**src/rtl/i2s_pkg.sv**
```systemverilog
// Shared types and constants for the I2S transmit path.
package i2s_pkg;

  typedef enum logic {
    CH_LEFT  = 1'b0,
    CH_RIGHT = 1'b1
  } chan_t;

  typedef enum logic [1:0] {
    IDLE  = 2'd0,
    ARM   = 2'd1,
    SHIFT = 2'd2
  } ser_state_t;

  // bclk periods between the lrclk edge and the MSB
  localparam int unsigned I2S_OFFSET = 1;

endpackage

```
**src/rtl/i2s_edge_detect.sv**
```systemverilog
// bclk edge detection and framed lrclk change detection in the clk domain.
module i2s_edge_detect (
  input  logic clk,
  input  logic rst_n,
  input  logic bclk,
  input  logic lrclk,
  output logic bclk_fall,
  output logic bclk_rise,
  output logic lr_change,
  output logic lr_now,
  output logic primed
);

  logic bclk_prev;
  logic lrclk_prev;

  // bclk_prev resets low so a high bclk at release only looks like a rise
  always_ff @(posedge clk or negedge rst_n) begin
    if (!rst_n) begin
      bclk_prev  <= 1'b0;
      lrclk_prev <= 1'b0;
      primed     <= 1'b0;
    end else begin
      bclk_prev <= bclk;
      if (bclk_fall) begin
        lrclk_prev <= lrclk;
        primed     <= 1'b1;
      end
    end
  end

  assign bclk_fall = bclk_prev & ~bclk;
  assign bclk_rise = ~bclk_prev & bclk;
  assign lr_change = bclk_fall & primed & (lrclk ^ lrclk_prev);
  assign lr_now    = lrclk;

endmodule

```
**src/rtl/i2s_serializer.sv**
```systemverilog
// I2S transmitter: buffers stereo pairs and shifts them MSB-first, slaved to bclk/lrclk.
module i2s_serializer
  import i2s_pkg::*;
#(
  parameter int unsigned WIDTH = 24
) (
  input  logic             clk,
  input  logic             rst_n,
  input  logic             bclk,
  input  logic             lrclk,
  input  logic [WIDTH-1:0] left,
  input  logic [WIDTH-1:0] right,
  input  logic             valid,
  output logic             ready,
  output logic             sdata,
  output logic             underrun
);

  localparam int unsigned CNT_W = $clog2(WIDTH + I2S_OFFSET + 1);

  logic bclk_fall;
  logic bclk_rise;
  logic lr_change;
  logic lr_now;
  logic primed;
  logic unused_edge;

  i2s_edge_detect u_edge (
    .clk      (clk),
    .rst_n    (rst_n),
    .bclk     (bclk),
    .lrclk    (lrclk),
    .bclk_fall(bclk_fall),
    .bclk_rise(bclk_rise),
    .lr_change(lr_change),
    .lr_now   (lr_now),
    .primed   (primed)
  );

  assign unused_edge = bclk_rise | primed;

  ser_state_t       state_q, state_d;
  logic [CNT_W-1:0] cnt_q, cnt_d;
  logic [WIDTH-1:0] shreg_q, shreg_d;
  logic [WIDTH-1:0] hold_l_q, hold_l_d, hold_r_q, hold_r_d;
  logic [WIDTH-1:0] frame_l_q, frame_l_d, frame_r_q, frame_r_d;
  logic             full_q, full_d;
  logic             sdata_d;
  logic             underrun_d;
  logic             accept;
  chan_t            new_chan;

  assign accept   = valid & ready;
  assign new_chan = chan_t'(lr_now);

  // Next-state: buffering first (on pre-accept state), then the shifter
  always_comb begin
    state_d    = state_q;
    cnt_d      = cnt_q;
    shreg_d    = shreg_q;
    hold_l_d   = hold_l_q;
    hold_r_d   = hold_r_q;
    frame_l_d  = frame_l_q;
    frame_r_d  = frame_r_q;
    full_d     = full_q;
    sdata_d    = sdata;
    underrun_d = 1'b0;

    if (lr_change && (new_chan == CH_LEFT)) begin
      if (full_q) begin
        frame_l_d = hold_l_q;
        frame_r_d = hold_r_q;
        full_d    = 1'b0;
      end else begin
        frame_l_d  = '0;
        frame_r_d  = '0;
        underrun_d = 1'b1;
      end
    end

    if (accept) begin
      hold_l_d = left;
      hold_r_d = right;
      full_d   = 1'b1;
    end

    if (lr_change) begin
      state_d = ARM;
      shreg_d = (new_chan == CH_LEFT) ? frame_l_d : frame_r_q;
      cnt_d   = CNT_W'(WIDTH);
      sdata_d = 1'b0;
    end else if (bclk_fall) begin
      case (state_q)
        IDLE: sdata_d = 1'b0;
        ARM, SHIFT: begin
          if (state_q == SHIFT && cnt_q == '0) begin
            state_d = IDLE;
            sdata_d = 1'b0;
          end else begin
            state_d = SHIFT;
            sdata_d = shreg_q[WIDTH-1];
            shreg_d = {shreg_q[WIDTH-2:0], 1'b0};
            cnt_d   = cnt_q - CNT_W'(1);
          end
        end
        default: begin
          state_d = IDLE;
          sdata_d = 1'b0;
        end
      endcase
    end
  end

  always_ff @(posedge clk or negedge rst_n) begin
    if (!rst_n) begin
      state_q   <= IDLE;
      cnt_q     <= '0;
      shreg_q   <= '0;
      hold_l_q  <= '0;
      hold_r_q  <= '0;
      frame_l_q <= '0;
      frame_r_q <= '0;
      full_q    <= 1'b0;
      ready     <= 1'b1;
      sdata     <= 1'b0;
      underrun  <= 1'b0;
    end else begin
      state_q   <= state_d;
      cnt_q     <= cnt_d;
      shreg_q   <= shreg_d;
      hold_l_q  <= hold_l_d;
      hold_r_q  <= hold_r_d;
      frame_l_q <= frame_l_d;
      frame_r_q <= frame_r_d;
      full_q    <= full_d;
      ready     <= ~full_d;
      sdata     <= sdata_d;
      underrun  <= underrun_d;
    end
  end

endmodule

```
**config.mk**
```make
export PLATFORM = sky130hd
export DESIGN_NAME = i2s_serializer
export DESIGN_NICKNAME = d
export VERILOG_FILES = /design/src/rtl/i2s_pkg.sv /design/src/rtl/i2s_edge_detect.sv /design/src/rtl/i2s_serializer.sv
export SDC_FILE = /design/constraint.sdc
export NUM_CORES = 1
export LEC_CHECK = 0
export CORE_MARGIN = 3
export CORE_UTILIZATION = 56
export DETAILED_ROUTE_END_ITERATION = 8
export PLACE_DENSITY = 0.79
export SYNTH_ARGS = -nofsm -noshare
export SYNTH_HDL_FRONTEND = slang
export SYNTH_HIERARCHICAL = 1
export SYNTH_SLANG_ARGS = --single-unit
```
**constraint.sdc**
```tcl
create_clock -name clk -period 2.01 [get_ports clk]
set_input_delay 0.5025 -clock clk [delete_from_list [all_inputs] [get_ports clk]]
set_output_delay 0.5025 -clock clk [all_outputs]
set_load 0.005 [all_outputs]
```
==> flow_results.org <==
** Pwr
- Maximum vdd drop :: 957.6 uV
- The clock network is responsible for 16.7% of the overall power.
- Switching share of total power :: 35.13%
- The internal power of the cells totals 5.571 mW.
- The analysis attributes to cell leakage a power of 2.625 nW.
- Power spread over the standard cell area amounts to 1362 nW/um2.
- For this design the total switching power over the nets is 3.017 mW.
- Combinational cells account for 37.3% of the total power.
- Of the total power, registers draw 46.0%.

** Final layout
- Compared with the post-synthesis result, the final layout area differs by 18.78%.
- The filler cells instantiated in the layout total 654.
- At the end of the flow, the number of nets in the layout was 619.
- Layout cells sized above 1 :: 18.13%
- The repair_antennas step left the layout with diodes totalling 0.
- Finished Cell Area :: 6307 um2
- Measured on the finished design, the core utilization comes to 70.27%.
- Summing all multi-input logic gate instances after layout gives 2325 um2.
- Storage element area :: 2754 um2
- The count of cells in the finished layout, fillers not included, comes to 694.

** Placed design
- Routability Congestion :: 0.8304
- Input and output buffers added on the ports amount to 55.
- Number of placed instances with taps included :: 678
- Once detailed placement completed, the half-perimeter wirelength came to 7584 um.
- Worst slack, placed :: -0.04488 ns
- In this run the cell area measured after placement is 6092 um2.

** Synthesis
- Post-synthesis net count :: 577
- Yosys printed 6 warnings.
- A synthesized cell averages 10.19 um2.
- Synthesis handed over a netlist of 521 instances.
- Summing every instance area after synthesis gives 5310 um2.

** Critical path
- Together, buffers and inverters on the worst path number 1.
- Required time at the worst-slack endpoint :: 1.51 ns
- CP peak stage delay :: 0.56 ns
- The worst register-to-register path begins at state_q[0].
- The signal on the critical path passes through clkdlybuf4s50_1.
- In this run the register-to-register setup slack is 0.26 ns.
- Capturing point of the worst reg2reg path :: shreg_q[1]
- Broken down by cell family, the worst path's largest delay share belongs to flip-flops.
- The setup path with the least slack is of type reg2out.
- The worst register-to-register path has a depth of 6.
- The largest individual stage delay along the critical path comes from the cell dfstp_2.
- The worst setup path is launched from a flip-flop.
- Maximum fanout count along the critical path :: 2
- Category of the worst setup path capture point :: primary output
- STA puts the critical path data arrival time at 1.43 ns.

** Global route
- Entering global routing, the biggest net connects 111 pins.
- Aggregate global routing overflow :: 0
- Initial antenna violation count :: 0
- The first global-routing pass estimated 19,750 um of wire.
- Total routing usage reported by global routing :: 23.41%
- Via count of the first global-routing pass :: 4,058

** Die
- Die extent in x :: 103.4 um
- The die covers 10,690 um2.
- For this configuration, the core starts out at a cell density of 59.16%.
- IO Count :: 56
- Core Rows :: 34
- Placeable Area :: 8976 um2
- Y dimension of the die :: 103.4 um

** Clocking
- Gates resized during post-CTS repair numbered 0.
- Skew-Pair Late Insertion Delay :: 0.37 ns
- Clock tree synthesis found a total of 110 sinks.
- Post-CTS timing repair inserted 0 buffers for setup.
- CTS Hold Buffers Added :: 0
- TritonCTS clock tree :: done
- Clk buf depth :: 2
- Number of buffers created by CTS :: 9
- Clock Root Buffer :: clkbuf_8
- H-tree levels :: 3
- Clock-pin slew was measured on the worst setup and hold paths at 0.11 ns.

** Timing
- Fin. Hold Viols :: 0
- Worst slew pin tran :: 0.6153 ns
- Setup TNS :: 0 ns
- In the post-route analysis, the smallest setup slack over all paths is 0.08069 ns.
- Setup violations remaining at the end of the flow were counted as 0.
- Period utilization :: 95.99%
- Worst setup skew after layout :: 0.01218 ns
- Minimum clock period after layout :: 1.929 ns
- The final max-slew violation count came to 0.
- Slew Limit Headroom :: 58.98%
- For this run, the top clock speed supported by timing is 518.3 MHz.
- Setup repair after global routing left no endpoint under its margin.

** Routing
- DRT Wirelength :: 11,510 um
- Total via count after detailed routing :: 4,082
- For this run, the detailed router's first-pass iteration total came to 6.
- DRT antenna net count :: 0
- The first routing iteration left 267 violations.
- After detailed routing, the number of remaining DRC violations is 0.
- Routed via count divided by cell count :: 5.882
- Per-cell routed wire length :: 16.58 um

** Run status
- Status :: completed

** Flow run
- Max-Cap Viols :: 0

** Hold path
- In this run the worst hold path is classified as in2async.
## power groups by stage
stage,registers [mW],clock network (mW),logic [mW]
global route,4.07,1.53,3.58
global placement,3.91,0,3.05
finish,3.95,1.44,3.20
floorplan,3.79,0,2.34
CTS,3.94,1.45,3.22
detailed placement,3.98,0,3.20
## layout make-up
cell class,instances,area share (%)
Multi-Input combinational cell,353,36.86
Clock buffer,10,2.182
Timing Repair Buffer,83,13.21
Inverter,6,0.3571
Clock inverter,6,1.230
Tap cell,126,2.500
Sequential cell,110,43.66
## metrics by stage
stage | hold WS, ns | total power [mW]
after floorplan | 0.2069 | 6.125
after global placement | 0.4454 | 6.963
after detailed placement | 0.4610 | 7.177
after CTS | 0.2194 | 8.606
after global routing | 0.2123 | 9.191
final | 0.1339 | 8.589
## worst max path at each step
stage	start	to	slack [ns]	cells past startpoint
6_report	ready	ready	0.08	1
5_1_grt	ready	ready	0.03	1
4_1_cts	ready	ready	0.07	1
3_5_place_dp	lrclk	ready	-0.04	7
3_3_place_gp	lrclk	ready	-0.03	7
2_1_floorplan	lrclk	sdata	0.26	6
## registers in the layout, indices dropped and copies added, names as in the netlist
register           count
cnt_q                  5
frame_r_q             24
full_q                 1
hold_l_q              24
hold_r_q              24
ready                  1
sdata                  1
shreg_q               24
state_q                2
u_edge/bclk_prev       1
u_edge/lrclk_prev      1
u_edge/primed          1
underrun               1
## per-layer routing
metal	part of all wire [%]	vias up	global-route usage, %	routed length [um]
li1	-	1926	-	-
met1	45	1981	34.58	5228
met4	1.1	0	6.474	124
met5	0	-	0	0
met3	6.5	12	4.158	743
met2	47	163	35.78	5408
## placed cells by master, fill, tap and decap left out, types with 2 or more instances in the layout
cell type / count
inv_8: 2
buf_12: 6
dfrtp_1: 109
buf_4: 23
nand2b_1: 2
nand3b_1: 23
ha_1: 3
o211ai_1: 23
nand2_1: 104
o21ai_0: 26
o2bb2ai_1: 24
clkdlybuf4s50_1: 54
nor2_1: 6
inv_1: 6
o31a_1: 23
nand3_1: 25
a211o_1: 3
mux2_2: 50
or2_2: 2
a21oi_1: 26
clkbuf_8: 10
Power figures use the tool's default switching activity.
